[src/rtl/video_timing_pkg.sv]
// rtl/video_timing_pkg.sv - counter types, default raster timing and sync clamp helper
package video_timing_pkg;

    localparam int HCNT_W = 9;
    localparam int VCNT_W = 9;

    typedef logic [HCNT_W-1:0] hcnt_t;
    typedef logic [VCNT_W-1:0] vcnt_t;

    localparam int DEF_H_TOTAL    = 384;
    localparam int DEF_H_ACTIVE   = 256;
    localparam int DEF_H_ACT_BEG  = 16;
    localparam int DEF_H_SYNC_BEG = 288;
    localparam int DEF_H_SYNC_LEN = 32;
    localparam int DEF_V_TOTAL    = 264;
    localparam int DEF_V_ACTIVE   = 224;
    localparam int DEF_V_SYNC_BEG = 232;
    localparam int DEF_V_SYNC_LEN = 4;
    localparam int DEF_H_STEP     = 2;
    localparam int DEF_V_STEP     = 2;
    localparam int DEF_HOFF_W     = 5;
    localparam int DEF_VOFF_W     = 3;
    localparam int DEF_RGB_W      = 12;

    // Signed sync start, held inside [lo, hi] so the pulse never touches active video or wraps
    function automatic int clamp_sync(input int nominal, input int off, input int step,
                                      input int lo, input int hi);
        int b;
        b = nominal + off * step;
        if (b < lo) begin
            b = lo;
        end else if (b > hi) begin
            b = hi;
        end
        return b;
    endfunction

endpackage

[src/rtl/vtg_sync_window.sv]
// rtl/vtg_sync_window.sv - clamped sync window decode for one raster axis
module vtg_sync_window
    import video_timing_pkg::*;
#(
    parameter int CNT_W   = 9,
    parameter int NOMINAL = 288,
    parameter int STEP    = 2,
    parameter int LO      = 272,
    parameter int HI      = 352,
    parameter int LEN     = 32,
    parameter int OFF_W   = 5
) (
    input  logic [CNT_W-1:0]        cnt,
    input  logic signed [OFF_W-1:0] off,
    output logic                    sync_n
);

    logic [CNT_W-1:0] beg;

    assign beg    = CNT_W'(clamp_sync(NOMINAL, int'(off), STEP, LO, HI));
    assign sync_n = !((cnt >= beg) && (cnt < beg + CNT_W'(LEN)));

endmodule

[src/rtl/video_timing_gen.sv]
// rtl/video_timing_gen.sv - raster timing generator with offset syncs; VTG_INTERLACE_EN adds f1 and odd-length frames
module video_timing_gen
    import video_timing_pkg::*;
#(
    parameter int H_TOTAL    = DEF_H_TOTAL,
    parameter int H_ACTIVE   = DEF_H_ACTIVE,
    parameter int H_ACT_BEG  = DEF_H_ACT_BEG,
    parameter int H_SYNC_BEG = DEF_H_SYNC_BEG,
    parameter int H_SYNC_LEN = DEF_H_SYNC_LEN,
    parameter int V_TOTAL    = DEF_V_TOTAL,
    parameter int V_ACTIVE   = DEF_V_ACTIVE,
    parameter int V_SYNC_BEG = DEF_V_SYNC_BEG,
    parameter int V_SYNC_LEN = DEF_V_SYNC_LEN,
    parameter int H_STEP     = DEF_H_STEP,
    parameter int V_STEP     = DEF_V_STEP,
    parameter int HOFF_W     = DEF_HOFF_W,
    parameter int VOFF_W     = DEF_VOFF_W,
    parameter int RGB_W      = DEF_RGB_W
) (
    input  logic                     clk_sys,
    input  logic                     reset_n,
    input  logic                     ce,
    input  logic signed [HOFF_W-1:0] hoffs,
    input  logic signed [VOFF_W-1:0] voffs,
    input  logic [RGB_W-1:0]         core_rgb,
    output logic [8:0]               hpos,
    output logic [8:0]               vpos,
    output logic [RGB_W-1:0]         rgb,
    output logic                     hblk,
    output logic                     vblk,
    output logic                     hsyn,
    output logic                     vsyn,
    output logic                     de,
`ifdef VTG_INTERLACE_EN
    output logic                     f1,
`endif
    output logic                     frame_start
);

    hcnt_t                    hcnt;
    vcnt_t                    vcnt;
    vcnt_t                    vwin_cnt;
    logic signed [HOFF_W-1:0] hoffs_l;
    logic signed [VOFF_W-1:0] voffs_l;
    logic                     h_last;
    logic                     v_last;
    logic                     frame_last;
    logic                     hblk_nx;
    logic                     vblk_nx;
    logic                     hsyn_nx;
    logic                     vsyn_nx;

    assign h_last = (hcnt == hcnt_t'(H_TOTAL - 1));

`ifdef VTG_INTERLACE_EN
    // Odd field carries one extra line; its vsync is shifted by half a line by
    // treating the first half of each line as belonging to the previous line.
    assign v_last   = (vcnt == (f1 ? vcnt_t'(V_TOTAL) : vcnt_t'(V_TOTAL - 1)));
    assign vwin_cnt = (f1 && (hcnt < hcnt_t'(H_TOTAL / 2))) ? vcnt - vcnt_t'(1) : vcnt;
`else
    assign v_last   = (vcnt == vcnt_t'(V_TOTAL - 1));
    assign vwin_cnt = vcnt;
`endif

    assign frame_last = h_last && v_last;

    assign hpos = 9'(hcnt - hcnt_t'(H_ACT_BEG));
    assign vpos = 9'(vcnt);

    assign hblk_nx = !((hcnt >= hcnt_t'(H_ACT_BEG)) && (hcnt < hcnt_t'(H_ACT_BEG + H_ACTIVE)));
    assign vblk_nx = !(vcnt < vcnt_t'(V_ACTIVE));

    vtg_sync_window #(
        .CNT_W   (HCNT_W),
        .NOMINAL (H_SYNC_BEG),
        .STEP    (H_STEP),
        .LO      (H_ACT_BEG + H_ACTIVE),
        .HI      (H_TOTAL - H_SYNC_LEN),
        .LEN     (H_SYNC_LEN),
        .OFF_W   (HOFF_W)
    ) u_hsync (
        .cnt    (hcnt),
        .off    (hoffs_l),
        .sync_n (hsyn_nx)
    );

    vtg_sync_window #(
        .CNT_W   (VCNT_W),
        .NOMINAL (V_SYNC_BEG),
        .STEP    (V_STEP),
        .LO      (V_ACTIVE),
        .HI      (V_TOTAL - V_SYNC_LEN),
        .LEN     (V_SYNC_LEN),
        .OFF_W   (VOFF_W)
    ) u_vsync (
        .cnt    (vwin_cnt),
        .off    (voffs_l),
        .sync_n (vsyn_nx)
    );

    // Raster counters plus offset capture on the last pixel of each frame
    always_ff @(posedge clk_sys) begin
        if (!reset_n) begin
            hcnt    <= '0;
            vcnt    <= '0;
            hoffs_l <= '0;
            voffs_l <= '0;
        end else if (ce) begin
            hcnt <= h_last ? '0 : hcnt + hcnt_t'(1);
            if (h_last) begin
                vcnt <= v_last ? '0 : vcnt + vcnt_t'(1);
            end
            if (frame_last) begin
                hoffs_l <= hoffs;
                voffs_l <= voffs;
            end
        end
    end

`ifdef VTG_INTERLACE_EN
    // Field flag flips on every frame wrap
    always_ff @(posedge clk_sys) begin
        if (!reset_n) begin
            f1 <= 1'b0;
        end else if (ce && frame_last) begin
            f1 <= !f1;
        end
    end
`endif

    // Registered video outputs, one pixel behind hpos/vpos and mutually aligned
    always_ff @(posedge clk_sys) begin
        if (!reset_n) begin
            hblk        <= 1'b1;
            vblk        <= 1'b1;
            hsyn        <= 1'b1;
            vsyn        <= 1'b1;
            de          <= 1'b0;
            rgb         <= '0;
            frame_start <= 1'b0;
        end else if (ce) begin
            hblk        <= hblk_nx;
            vblk        <= vblk_nx;
            hsyn        <= hsyn_nx;
            vsyn        <= vsyn_nx;
            de          <= !(hblk_nx || vblk_nx);
            rgb         <= (hblk_nx || vblk_nx) ? '0 : core_rgb;
            frame_start <= (hcnt == '0) && (vcnt == '0);
        end
    end

endmodule

[config.mk]
export PLATFORM = sky130hd
export DESIGN_NAME = video_timing_gen
export DESIGN_NICKNAME = d
export VERILOG_FILES = /design/src/rtl/video_timing_pkg.sv /design/src/rtl/vtg_sync_window.sv /design/src/rtl/video_timing_gen.sv
export SDC_FILE = /design/constraint.sdc
export NUM_CORES = 1
export LEC_CHECK = 0
export BUFFER_PORTS_ARGS = -buffer_cell sky130_fd_sc_hd__buf_2
export CAP_MARGIN = 20
export CORE_MARGIN = 2
export CORE_UTILIZATION = 30
export DETAILED_ROUTE_END_ITERATION = 16
export GPL_TIMING_DRIVEN = 1
export RECOVER_POWER = 25
export SETUP_SLACK_MARGIN = 0.2
export SYNTH_ARGS = -nofsm -noshare
export SYNTH_HDL_FRONTEND = slang
export SYNTH_HIERARCHICAL = 1
export SYNTH_SLANG_ARGS = --single-unit
[constraint.sdc]
create_clock -name clk_sys -period 4.6 [get_ports clk_sys]
set_input_delay 1.38 -clock clk_sys [delete_from_list [all_inputs] [get_ports clk_sys]]
set_output_delay 1.38 -clock clk_sys [all_outputs]
set_load 0.05 [all_outputs]
======== Word-level counts from Yosys, hierarchy flattened ========
Index checks and enable logic that the tools add are counted.
Widths: inputs -> output; s select.
word-level totals
  input port bits ......................... 23
  logic and storage cells ................. 53
  output and inout port bits .............. 36
  bits in registers ....................... 44
cells by class
  eq/ne operators ......................... 2
  $add $sub $neg .......................... 7
  reductions and logical operators ........ 15
  mux-type cells .......................... 7
  $lt $le $gt $ge ......................... 11
operators with widths
  operator               count
  $mux 9                 6
  $add 9x1->9 const B    2
  $eq 9x9->1 const B     2
  $ge 9x9->1             2
  $logic_not 9->1        2
  $lt 9x9->1             2
  $mux 12                1
  $add 10x6->11 const A  1
  $gt 11x10->1 const B   1
  $lt 11x10->1 const B   1
  $add 9x4->10 const A   1
  $gt 10x10->1 const B   1
  $lt 10x9->1 const B    1
  $add 9x3->9 const B    1
  $add 9x6->9 const B    1
  $ge 9x5->1 const B     1
  $lt 9x8->1 const B     1
  $lt 9x9->1 const B     1
  $sub 9x5->9 const B    1
  $logic_and 1x1->1      5
  $logic_not 1->1        5
  $reduce_and 2->1       2
  $logic_or 1x1->1       1

======== Longest topological paths before layout ========
  word-level depth ........................ 8
  depth in mapped cells ................... 9

======== By module ========
The synthesis kept the hierarchy.
by module, submodules not included
  module                      instances  cells each  sequential area each (um^2)  area an instance (um^2)
  video_timing_gen            1          218         880.8                        2013.2
  vtg_sync_window at u_hsync  1          29          0.0                          212.7
  vtg_sync_window at u_vsync  1          21          0.0                          175.2

======== Worst setup path after synthesis ========
Ideal clock, no wire load.
  path type ............................... register -> output
  start ................................... register hcnt[4]
  end ..................................... output hpos[8]
  data required time ...................... 3.220 ns
  setup slack ............................. 1.322 ns
  arrival time ............................ 1.898 ns
  cell stages (with the launch flop) ...... 5
  cell sequence ........................... dfxtp_1 -> inv_1 -> ha_1 -> nand2_1 -> xnor2_1
between the ends
  cells in the longest elaborated chain, start to end .. 1
ends and longest elaborated chain
  what                    line                     text
  start, declared         video_timing_gen.sv:40   hcnt_t hcnt;
  start signal, assigned  video_timing_gen.sv:109  hcnt <= h_last ? '0 : hcnt + hcnt_t'(1);
  $sub 9x5->9             video_timing_gen.sv:67   assign hpos = 9'(hcnt - hcnt_t'(H_ACT_BEG));
  end, declared           video_timing_gen.sv:26   output logic [8:0] hpos,
No other way between the ends.

==> reports/results.tsv <==
metric	value	unit
route.detailed.drc	0	
track_usage	0.128	
yosys_warnings	6	
core	7730	µm²
cpLargestDelayFamily	buffers and inverters	
ys_ff_latch	44	
cts_hold_buf	0	
dp.final_hpwl	4020	µm
fp.dieW	93.5	µm
yosysSeqAreaShare	0.367	
numClockSinks	44	
cts_tree	built	
via_count	2023	
ys_types	43	
syn_nets	313	
io-pin-count	59	
antenna_cells	0	
ys.flop_type	dfxtp_1	
first_pass_iters	4	
fillers	786	
final_cells	421	
fmax	288	MHz
criticalPathCategory	in2reg	
placementRows	32	
drive_gt1_frac	0.204	
post_cts_buffers	0	
fin_crit	3470	ps
critical_path_required	4840	ps
synth_area	2400	µm²
cts_buffer_depth	2	
ir_drop	130	µV
grt_max_degree	24	
drt_iter0_drc	55	
max-cap-violations	0	
cp_max_fo	23	
grt_pass1_wl	8840	µm
worstMarginPinSlew	953	ps
cts.reportedPaths.clkPinSlew	90	ps
antenna_found_initial	0	
dp.cells	413	
outcome	complete, no violations	
fin_worst_skew	5.42	ps
nets	363	
numCtsBuffers	5	
rsz0062_at_grt	false	
synth.area.top_cells	dfxtp_1 37%, ha_1 11%, nand2_1 5.6%	
yosys.area.top_type_share	0.367	
routedWlPerCell	13.2	µm
power_leakage	1.20	nW
hold_viol	0	
place_area	2730	µm²
via_per_inst	4.81	
setup.worst_path.end_class	flop	
critPathMaxStageDelay	790	ps
area_growth	17.6	%
stdcell_area	2820	µm²
cts_resized	0	
synth_top_area_cell	dfxtp_1	
slew_headroom	0.365	
start_kind	input port	
gp_congestion	0.844	
syn_inst	268	
hp-class	reg2reg	
drv_slew	0	
grt_pass1_vias	1835	
async_flop_share	0	
arrival	3720	ps
cts-htree-levels	2	
syn-mean-instance-area	8.96	µm²
gr-total-overflow	0	
slowest_stage	nor2_1	
finalSetupTns	0	ps
cp_cell_sequence	clkbuf_1, clkinv_1, nor2_1, a22o_2	
cp_num_buf_inv	2	
synth_edf_count	0	
start_util	0.311	
clock_latency	300	ps
die-area	8730	µm²
portBuffers	58	
timing.final.crit_share	0.755	
die_y	93.5	µm
finalSetupViolCount	0	
wl	5580	µm
cts-root-buf	clkbuf_8	
power.density	261	nW/µm²
postRouteAntennaNets	0	
## worst paths after layout
path	startpoint	to	slack, ps	cells past startpoint
hold reg to reg	hoffs_l[0]	hoffs_l[0]	470	2
hold / removal	hoffs_l[0]	hoffs_l[0]	470	2
setup / recovery	reset_n	rgb[0]	1130	4
setup reg to reg	hcnt[1]	vpos[4]	2250	5
## layout by cell type (no fill, tap or decap), drive strengths merged, types with 8 or more instances in the layout
cell type / instances
xnor2: 12
ha: 22
mux2i: 10
inv: 19
buf: 44
nor2: 23
nand2: 36
nand4: 8
dfxtp: 44
clkbuf: 19
a22o: 12
a21oi: 9
## cell usage after synthesis, types with 4 or more instances
library cell  instances
mux2i_1              10
nand2_1              36
clkbuf_1              7
o211ai_1              4
dfxtp_1              44
nor4_1                6
a22o_1               10
nor2_1               23
xnor2_1              12
nand3_1               6
nand4_1               7
ha_1                 22
buf_4                 4
o21ai_0               5
inv_1                18
nand2b_1              5
a21oi_1               9
## sequential cells by signal, indices dropped and copies added (netlist names)
name and cells:
vsyn 1, hblk 1, hsyn 1, vblk 1, voffs_l 3, hcnt 9, de 1, frame_start 1
vpos 9, rgb 12, hoffs_l 5
## power breakdown
group          leakage [nW]  internal, mW  total [mW]  switching, mW
registers             0.355         0.383       0.387        0.00375
clock network        0.0548         0.164       0.306          0.142
logic                 0.794        0.0160      0.0455         0.0295
total                  1.20         0.563       0.738          0.176
## routing by layer
metal | global-route usage | vias to the layer above | part of all wire
met1 | 0.169 | 923 | 0.47
li1 | - | 1033 | -
met3 | 0.0322 | 12 | 0.059
met5 | 0 | - | 0
met2 | 0.200 | 55 | 0.45
met4 | 0.0527 | 0 | 0.023
## stage by stage
step | util | hold WS [ps] | power, mW | setup WS (ps)
6_report | 0.365 | 467 | 0.738 | 1130
3_3_place_gp | 0.353 | 456 | 0.442 | 1320
2_1_floorplan | - | 433 | 0.427 | 1320
4_1_cts | 0.368 | 478 | 0.753 | 1490
5_1_grt | 0.365 | 495 | 0.774 | 807
3_5_place_dp | 0.353 | 461 | 0.442 | 1290
## cell type report
cell class,count,area [µm²],share of cell area
clock buffers,5,68.8,0.0244
clock inverters,3,46.3,0.0164
inverters,19,71.3,0.0253
multi-input cells,190,1360,0.480
flip-flops and latches,44,881,0.312
well taps,102,128,0.0452
repair buffers,58,273,0.0966
## cells by family (layout without fill, tap and decap cells)
kind of cell	Yosys count	after routing	share of synthesized area
DFF	44	44	0.367
buffers and inverters	34	85	0.0683
adders and majority gates	22	22	0.115
xor gates and xnor gates	15	15	0.0547
AOI/OAI and AO/OA	43	43	0.142
muxes	10	10	0.0417
and+or+nand+nor	100	100	0.212
## worst reg2reg max path: stages (launching register included)
cell	delay (ps)
dfxtp_1	490
ha_1	250
nand4_1	490
nor3_2	520
a41o_1	400
nor2_1	90
(Power assumes the default switching activity.)
